==> src/rtl/uart_cmd_parser.sv <==
// ============================================================================
// uart_cmd_parser: locks onto SYNC_BYTE, assembles ADDR/DHI/DLO/CSUM, XOR-checks.
// Optional inter-byte idle timeout: define UART_CMD_TIMEOUT_EN.   Rev 1.0
// ============================================================================
`default_nettype none

`ifndef UART_DATA_LENGTH
`define UART_DATA_LENGTH 8
`endif

module uart_cmd_parser #(
    parameter int                     DATA_LENGTH    = `UART_DATA_LENGTH,
    parameter logic [DATA_LENGTH-1:0] SYNC_BYTE      = DATA_LENGTH'(8'hA5),
    parameter int                     TIMEOUT_CYCLES = 65536
) (
    input  logic                       clk_i,
    input  logic                       rst_n_i,
    input  logic [DATA_LENGTH-1:0]     rx_i,
    input  logic                       rx_i_v,
    output logic [DATA_LENGTH-1:0]     addr_o,
    output logic [2*DATA_LENGTH-1:0]   data_o,
    output logic                       data_o_v,
    output logic                       err_o
);

    typedef enum logic [2:0] {
        ST_SYNC = 3'd0,
        ST_ADDR = 3'd1,
        ST_DHI  = 3'd2,
        ST_DLO  = 3'd3,
        ST_CSUM = 3'd4
    } state_t;

    state_t                 state, state_nxt;
    logic [DATA_LENGTH-1:0] addr_sh, dhi_sh, dlo_sh, acc;
    logic [DATA_LENGTH-1:0] addr_sh_nxt, dhi_sh_nxt, dlo_sh_nxt, acc_nxt;
    logic                   valid_nxt, err_nxt;
    logic                   timeout_hit;

    if (TIMEOUT_CYCLES < 2) begin : g_bad_timeout
        $error("uart_cmd_parser: TIMEOUT_CYCLES must be at least 2");
    end

`ifdef UART_CMD_TIMEOUT_EN
    localparam int               CNT_W    = $clog2(TIMEOUT_CYCLES);
    localparam logic [CNT_W-1:0] CNT_LAST = CNT_W'(TIMEOUT_CYCLES - 1);

    logic [CNT_W-1:0] idle_cnt;

    // A strobe on the expiry cycle takes priority over the abort.
    assign timeout_hit = (state != ST_SYNC) && !rx_i_v && (idle_cnt == CNT_LAST);

    always_ff @(posedge clk_i or negedge rst_n_i) begin
        if (!rst_n_i) begin
            idle_cnt <= '0;
        end else if (rx_i_v || (state == ST_SYNC) || timeout_hit) begin
            idle_cnt <= '0;
        end else begin
            idle_cnt <= idle_cnt + CNT_W'(1);
        end
    end
`else
    assign timeout_hit = 1'b0;
`endif

    always_ff @(posedge clk_i or negedge rst_n_i) begin
        if (!rst_n_i) begin
            state <= ST_SYNC;
        end else begin
            state <= state_nxt;
        end
    end

    always_comb begin
        state_nxt   = state;
        addr_sh_nxt = addr_sh;
        dhi_sh_nxt  = dhi_sh;
        dlo_sh_nxt  = dlo_sh;
        acc_nxt     = acc;
        valid_nxt   = 1'b0;
        err_nxt     = 1'b0;
        if (rx_i_v) begin
            case (state)
                ST_SYNC: begin
                    if (rx_i == SYNC_BYTE) begin
                        state_nxt = ST_ADDR;
                        acc_nxt   = '0;
                    end
                end
                ST_ADDR: begin
                    addr_sh_nxt = rx_i;
                    acc_nxt     = acc ^ rx_i;
                    state_nxt   = ST_DHI;
                end
                ST_DHI: begin
                    dhi_sh_nxt = rx_i;
                    acc_nxt    = acc ^ rx_i;
                    state_nxt  = ST_DLO;
                end
                ST_DLO: begin
                    dlo_sh_nxt = rx_i;
                    acc_nxt    = acc ^ rx_i;
                    state_nxt  = ST_CSUM;
                end
                ST_CSUM: begin
                    state_nxt = ST_SYNC;
                    if (rx_i == acc) begin
                        valid_nxt = 1'b1;
                    end else begin
                        err_nxt = 1'b1;
                    end
                end
                default: state_nxt = ST_SYNC;
            endcase
        end else if (timeout_hit) begin
            state_nxt = ST_SYNC;
            err_nxt   = 1'b1;
        end
    end

    always_ff @(posedge clk_i or negedge rst_n_i) begin
        if (!rst_n_i) begin
            addr_sh  <= '0;
            dhi_sh   <= '0;
            dlo_sh   <= '0;
            acc      <= '0;
            addr_o   <= '0;
            data_o   <= '0;
            data_o_v <= 1'b0;
            err_o    <= 1'b0;
        end else begin
            addr_sh  <= addr_sh_nxt;
            dhi_sh   <= dhi_sh_nxt;
            dlo_sh   <= dlo_sh_nxt;
            acc      <= acc_nxt;
            data_o_v <= valid_nxt;
            err_o    <= err_nxt;
            // Shadows already hold the full payload when CSUM arrives.
            if (valid_nxt) begin
                addr_o <= addr_sh;
                data_o <= {dhi_sh, dlo_sh};
            end
        end
    end

endmodule

`default_nettype wire

==> config.mk <==
export PLATFORM = sky130hd
export DESIGN_NAME = uart_cmd_parser
export DESIGN_NICKNAME = d
export VERILOG_FILES = /design/src/rtl/uart_cmd_parser.sv
export SDC_FILE = /design/constraint.sdc
export NUM_CORES = 1
export LEC_CHECK = 0
export CAP_MARGIN = 30
export CORE_ASPECT_RATIO = 0.7
export CORE_UTILIZATION = 54
export DETAILED_ROUTE_END_ITERATION = 7
export PLACE_DENSITY = 0.79
export RECOVER_POWER = 50
export SYNTH_ARGS = -nofsm -noshare
export SYNTH_HDL_FRONTEND = slang
export SYNTH_SLANG_ARGS = --single-unit
==> constraint.sdc <==
create_clock -name clk_i -period 2.15 [get_ports clk_i]
set_clock_uncertainty 0.05 [all_clocks]
set_input_delay 0.43 -clock clk_i [delete_from_list [all_inputs] [get_ports clk_i]]
set_output_delay 0.43 -clock clk_i [all_outputs]
set_load 0.01 [all_outputs]
==> results of run 1 <==
[metrics by stage]
stage                     TNS, ps  power (W)  worst slack (ps)  instances
after floorplan                 0    0.00230               397        177
after global placement      -7450    0.00256              -293        283
after detailed placement   -10850    0.00263              -358        283
after CTS                       0    0.00367              11.3        299
after global routing            0    0.00384              49.6        299
final                           0    0.00366              98.5        299
[how the worst max path moves through the flow]
stage                                   endpoint  startpoint  cells past startpoint
after floorplan           data_o[10]$_DFFE_PN0P_     rx_i[2]                      5
after global placement     addr_o[3]$_DFFE_PN0P_     rx_i[6]                      6
after detailed placement   addr_o[3]$_DFFE_PN0P_     rx_i[6]                      6
after CTS                  addr_o[3]$_DFFE_PN0P_     rx_i[5]                      6
after global routing       addr_o[3]$_DFFE_PN0P_     rx_i[5]                      6
final                      addr_o[5]$_DFFE_PN0P_     rx_i[5]                      6
[routing by layer]
| metal | track usage | part of all wire | up-vias |
|---|---|---|---|
| met5 | 0 | 0 | - |
| met4 | 0.0726 | 0.015 | 0 |
| met3 | 0.0967 | 0.051 | 12 |
| met2 | 0.381 | 0.48 | 47 |
| met1 | 0.278 | 0.45 | 820 |
| li1 | - | - | 755 |
[logic make-up after synthesis]
family | Yosys count | synth area share
xor gates and xnor gates | 8 | 0.0268
muxes | 49 | 0.238
AOI/OAI and AO/OA | 22 | 0.0564
and+or+nand+nor | 29 | 0.0780
DFF | 61 | 0.583
buffers and inverters | 8 | 0.0177
[layout make-up]
cell class                      instances  area, um2  area share
Clock inverter                          7       75.1      0.0221
Multi-Input combinational cell        108       1060       0.312
Inverter                                2       7.51     0.00221
Tap cell                               55       68.8      0.0203
Timing Repair Buffer                   57        532       0.157
Clock buffer                            9        124      0.0365
Sequential cell                        61       1530       0.450
[registers in the layout, indices dropped and copies added, names as in the netlist]
signal and cells:
data_o 16, acc 8, addr_o 8, addr_sh 8, dhi_sh 8, dlo_sh 8
state 3, data_o_v 1, err_o 1
[cell usage in the layout (no fill, tap or decap), drive strengths merged, types with 3 or more instances in the layout]
cell type | synthesis | final
xor2 | 8 | 8
dlygate4sd3 | 0 | 11
nor2b | 17 | 17
dfrtp | 61 | 61
o21ai | 3 | 3
a21oi | 8 | 8
clkinv | 0 | 5
clkbuf | 3 | 11
o2bb2ai | 8 | 8
mux2 | 48 | 48
buf | 3 | 20
clkdlybuf4s50 | 0 | 24
nor4 | 3 | 3
inv | 2 | 3
[power groups by stage]
| stage | clock (W) | sequential, W | combinational, W |
|---|---|---|---|
| after floorplan | 0 | 0.00165 | 0.000653 |
| after global placement | 0 | 0.00173 | 0.000828 |
| after detailed placement | 0 | 0.00176 | 0.000875 |
| after CTS | 0.00104 | 0.00174 | 0.000890 |
| after global routing | 0.00108 | 0.00179 | 0.000969 |
| final | 0.00102 | 0.00174 | 0.000892 |
[worst max-delay path: cells and delay by family]
| kind | cells | cell delay, ps |
|---|---|---|
| buffers and inverters | 2 | 740 |
| and+or+nand+nor | 2 | 520 |
| muxes | 1 | 310 |
| xor gates and xnor gates | 1 | 210 |
[timing repair]
| item | CTS | global route |
|---|---|---|
| resized for setup | 0 | 2 |
| pin swaps | 1 | 0 |
| hold endpoints to repair | 0 | 0 |
| gates cloned | 0 | 0 |
| endpoints found under the setup margin | 14 | 25 |
==> results.yml, run 1 <==
critical_path:
  cp-end-kind: "register"
  cp.arrival_ps: 2240
  r2r_slack_ps: 250
  crit_fanout: 12
  start_kind: "primary input"
  reg2regPathDepth: 5
  slowest_stage: "clkdlybuf4s50_1"
  cp_slowest_stage_delay_ps: 500
  crit_path_cell_trace: "clkdlybuf4s50_1 -> xor2_1 -> nor4_4 -> nand3_2 -> buf_4 -> mux2_4"
  r2r-end: "addr_o[5]$_DFFE_PN0P_"
  reg2reg_from: "acc[0]$_DFFE_PN0P_"
  cp.required_ps: 2340
  critical_path_class: "primary input to register"
global_routing:
  grt_pass1_wl_mm: 8.33
  grt_antenna_before_repair: 0
  grt.total_usage: 0.230
  grt_overflow: 0
  grt_pass1_vias: 1695
  grt_max_degree: 62
clock_tree:
  cts-root-buf: "clkbuf_8"
  post_cts_buffers: 0
  cts_buffer_depth: 2
  clock_latency_ps: 350
  holdBufCountCts: 0
  cts_htree_levels: 3
  clock_sinks: 61
  path_clk_slew_ps: 70
  cts_buffers: 9
  cts_tree: "yes"
synthesis:
  async_reset_ff_frac: 1.00
  netlist_top_cells_count: "dfrtp_1, mux2_2, mux2_4"
  yosys.cell_count.top_type: "dfrtp_1"
  synthFlopType: "dfrtp_1"
  synth_seq_area_share: 0.583
  synth_enable_flop_cells: 0
  syn_nets: 188
  yosys.area.top_type: "dfrtp_1"
  ys_ff_latch: 61
  synth_area_leaders: "dfrtp_1, mux2_2, mux2_4, nor2b_1, o2bb2ai_1"
  ys_warn_count: 0
  netlist_area_um2: 2620
  synth_top_area_share: 0.583
  syn_area_per_cell_um2: 14.8
  syn_inst: 177
  synth.distinct_cells: 27
sta:
  tightestPinTransition_ps: 1460
  hold_ws_ps: 454
  hold_violations: 0
  fmax_mhz: 487
  fin_crit_sh: 0.954
  setup_viol: 0
  rsz0062_at_grt: "false"
  drv_slew: 0
  layout_min_cycle_time_ps: 2050
  max_slew_margin: 0.0288
floorplanning:
  ioPinCount: 37
  initial_utilization: 0.581
  rows: 20
  fp.dieArea_um2: 5130
  fp.dieW_um: 85.2
  coreArea_um2: 4500
  dieHeight_um: 60.2
power_and_ir_drop:
  power.switching_w: 0.00113
  p_seq_frac: 0.477
  switching_share: 0.309
  worst_ir_drop_vdd_mv: 0.592
  clock_power_share: 0.279
  p_leak_nw: 1.63
  internal_power_w: 0.00253
  comb_power_share: 0.244
  power_density_nw_per_um2: 1080
run_status:
  status: "completed"
worst_hold_path:
  min_path_type: "primary input to asynchronous set/reset pin"
finish:
  antenna_cells: 0
  fill_cells: 284
  area_delta_synth_final_pct: 29.6
  nets: 250
  fin_area_um2: 3390
  layout-drive-gt1-share: 0.373
  fin_util: 0.753
placement:
  place_congestion: 0.832
  dp_hpwl_mm: 3.53
  placed_area_um2: 3210
  port_buffers: 36
routing:
  drc: 0
  wl_per_cell_um: 17.2
  viasPerCell: 5.46
  dr.pass1.iters: 6
  drt_wl_total_mm: 5.15
  vias: 1634
  first_iter_violations: 78
  postRouteAntennaNets: 0
run:
  maxCapViolCount: 0
(Power assumes the default switching activity.)
==> run 2: changes to the inputs <==
--- a/config.mk
+++ b/config.mk
@@ -11,6 +11,7 @@
 export DETAILED_ROUTE_END_ITERATION = 7
 export PLACE_DENSITY = 0.79
 export RECOVER_POWER = 50
+export SLEW_MARGIN = 10
 export SYNTH_ARGS = -nofsm -noshare
 export SYNTH_HDL_FRONTEND = slang
 export SYNTH_SLANG_ARGS = --single-unit
==> run 2 against run 1 <==
  * Sequential share of layout area stayed put
  * Clock-buffer cell count is the same
  * Largest power group unchanged
  * Non-clock buffer count increased by 1
  * Final cell count grew 0.33%
  * Critical path type unchanged
  * Final area stayed put
  * Sequential power about the same
  * Critical path depth did not move
  * Register-to-register slack worse by 20 ps
  * Combinational power hardly changed
  * Setup slack lost 26 ps
  * Global-route usage stayed put
  * Total power shrank 0.23%
==> results.yml, run 2 (synthesized netlist as in run 1, its figures left out) <==
run_status:
  status: "completed"
global_routing:
  grt_antenna_before_repair: 0
  grt_overflow: 0
  grt.total_usage: 0.230
  grt_pass1_vias: 1695
  grt_pass1_wl_mm: 8.33
  grt_max_degree: 62
finish:
  largest_reg_flops: 16
  fill_cells: 286
  nets: 251
  area_delta_synth_final_pct: 29.6
  layout-drive-gt1-share: 0.371
  largest_register: "data_o"
  layout_common_cells: "dfrtp_1, mux2_2, clkdlybuf4s50_1"
  layout_commonest_cell: "dfrtp_1"
  fin_util: 0.753
  antenna_cells: 0
clock_tree:
  cts_buffers: 9
  cts-root-buf: "clkbuf_8"
  cts_htree_levels: 3
  path_clk_slew_ps: 70
  cts_tree: "yes"
  clock_latency_ps: 350
  clock_sinks: 61
  holdBufCountCts: 0
  post_cts_buffers: 0
  cts_buffer_depth: 2
sta:
  drv_slew: 0
  fin_crit_sh: 0.966
  layout_min_cycle_time_ps: 2080
  hold_violations: 0
  fmax_mhz: 481
  rsz0062_at_grt: "false"
  tightestPinTransition_ps: 1450
  max_slew_margin: 0.0318
  hold_ws_ps: 454
  setup_viol: 0
placement:
  place_congestion: 0.832
  port_buffers: 36
  dp_hpwl_mm: 3.53
critical_path:
  crit_fanout: 12
  reg2reg_from: "acc[0]$_DFFE_PN0P_"
  r2r_slack_ps: 230
  startpoint: "rx_i[5]"
  r2r-end: "addr_o[7]$_DFFE_PN0P_"
  cp-end-kind: "register"
  cp.required_ps: 2330
  crit_path_end: "addr_o[7]$_DFFE_PN0P_"
  start_kind: "primary input"
  cp.arrival_ps: 2260
  reg2regPathDepth: 5
  critical_path_class: "primary input to register"
floorplanning:
  initial_utilization: 0.581
  rows: 20
  coreArea_um2: 4500
  ioPinCount: 37
  fp.dieW_um: 85.2
  fp.dieArea_um2: 5130
  dieHeight_um: 60.2
power_and_ir_drop:
  p_leak_nw: 1.63
  worst_ir_drop_vdd_mv: 0.593
  power_density_nw_per_um2: 1080
routing:
  postRouteAntennaNets: 0
  wl_per_cell_um: 17.0
  viasPerCell: 5.44
  drt_wl_total_mm: 5.10
  drc: 0
  first_iter_violations: 82
  vias: 1632
  dr.pass1.iters: 4
worst_hold_path:
  min_path_type: "register to register"
run:
  maxCapViolCount: 0
==> run 2: cell count changes in the layout (fill, tap and decap cells not counted) <==
| cell | change |
|---|---|
| clkbuf_2 | +1 |
| o31ai_1 | +1 |
| o31ai_2 | -1 |
==> run 2: metrics by stage <==
stage	total power (W)	instances	setup WS [ps]	cell area, um2	TNS (ps)
2_1_floorplan	0.00230	177	397	2620	0
3_3_place_gp	0.00256	283	-293	3210	-7450
3_5_place_dp	0.00263	283	-358	3210	-10850
4_1_cts	0.00367	299	11.3	3410	0
5_1_grt	0.00384	300	38.2	3390	0
6_report	0.00365	300	72.4	3390	0
==> run 2: timing repair <==
action,in CTS,in global routing
pin swaps,1,0
endpoints found under the setup margin,14,17
resized for setup,0,1
==> run 2: critical path, cell delays in order <==
cell             delay (ps)
clkdlybuf4s50_1         500
xor2_1                  210
nor4_4                  370
nand3_2                 180
buf_4                   250
mux2_4                  320
==> run 2: layout make-up <==
cell class	instances	area (um2)	share of cell area
clock buffer	9	124	0.0365
clock inverter	7	75.1	0.0221
inverter	2	7.51	0.00221
multi-input combinational	108	1050	0.310
sequential	61	1530	0.450
tap	55	68.8	0.0203
timing repair buffer	58	537	0.158
==> run 2: layer usage <==
| metal | routed length, um | global-route usage | vias up |
|---|---|---|---|
| met3 | 242 | 0.0967 | 8 |
| met4 | 58 | 0.0726 | 0 |
| met5 | 0 | 0 | - |
| li1 | - | - | 762 |
| met2 | 2470 | 0.381 | 38 |
| met1 | 2330 | 0.278 | 824 |
==> run 2: report_power, final <==
group	total (W)	internal [W]	switching (W)
Sequential	0.00174	0.00148	0.000260
Clock	0.00102	0.000540	0.000478
Combinational	0.000891	0.000509	0.000382
==> run 2: worst min-delay path by stage <==
| stage | start | to | slack (ps) | depth (start not counted) |
|---|---|---|---|---|
| global placement | rst_n_i | data_o[6]$_DFFE_PN0P_ | 400 | 2 |
| global route | data_o[6]$_DFFE_PN0P_ | data_o[6]$_DFFE_PN0P_ | 470 | 1 |
| CTS | rst_n_i | data_o[14]$_DFFE_PN0P_ | 30 | 2 |
| finish | addr_sh[1]$_DFFE_PN0P_ | addr_o[1]$_DFFE_PN0P_ | 450 | 1 |
| floorplan | rst_n_i | acc[0]$_DFFE_PN0P_ | 80 | 0 |
| detailed placement | rst_n_i | data_o[14]$_DFFE_PN0P_ | 410 | 2 |
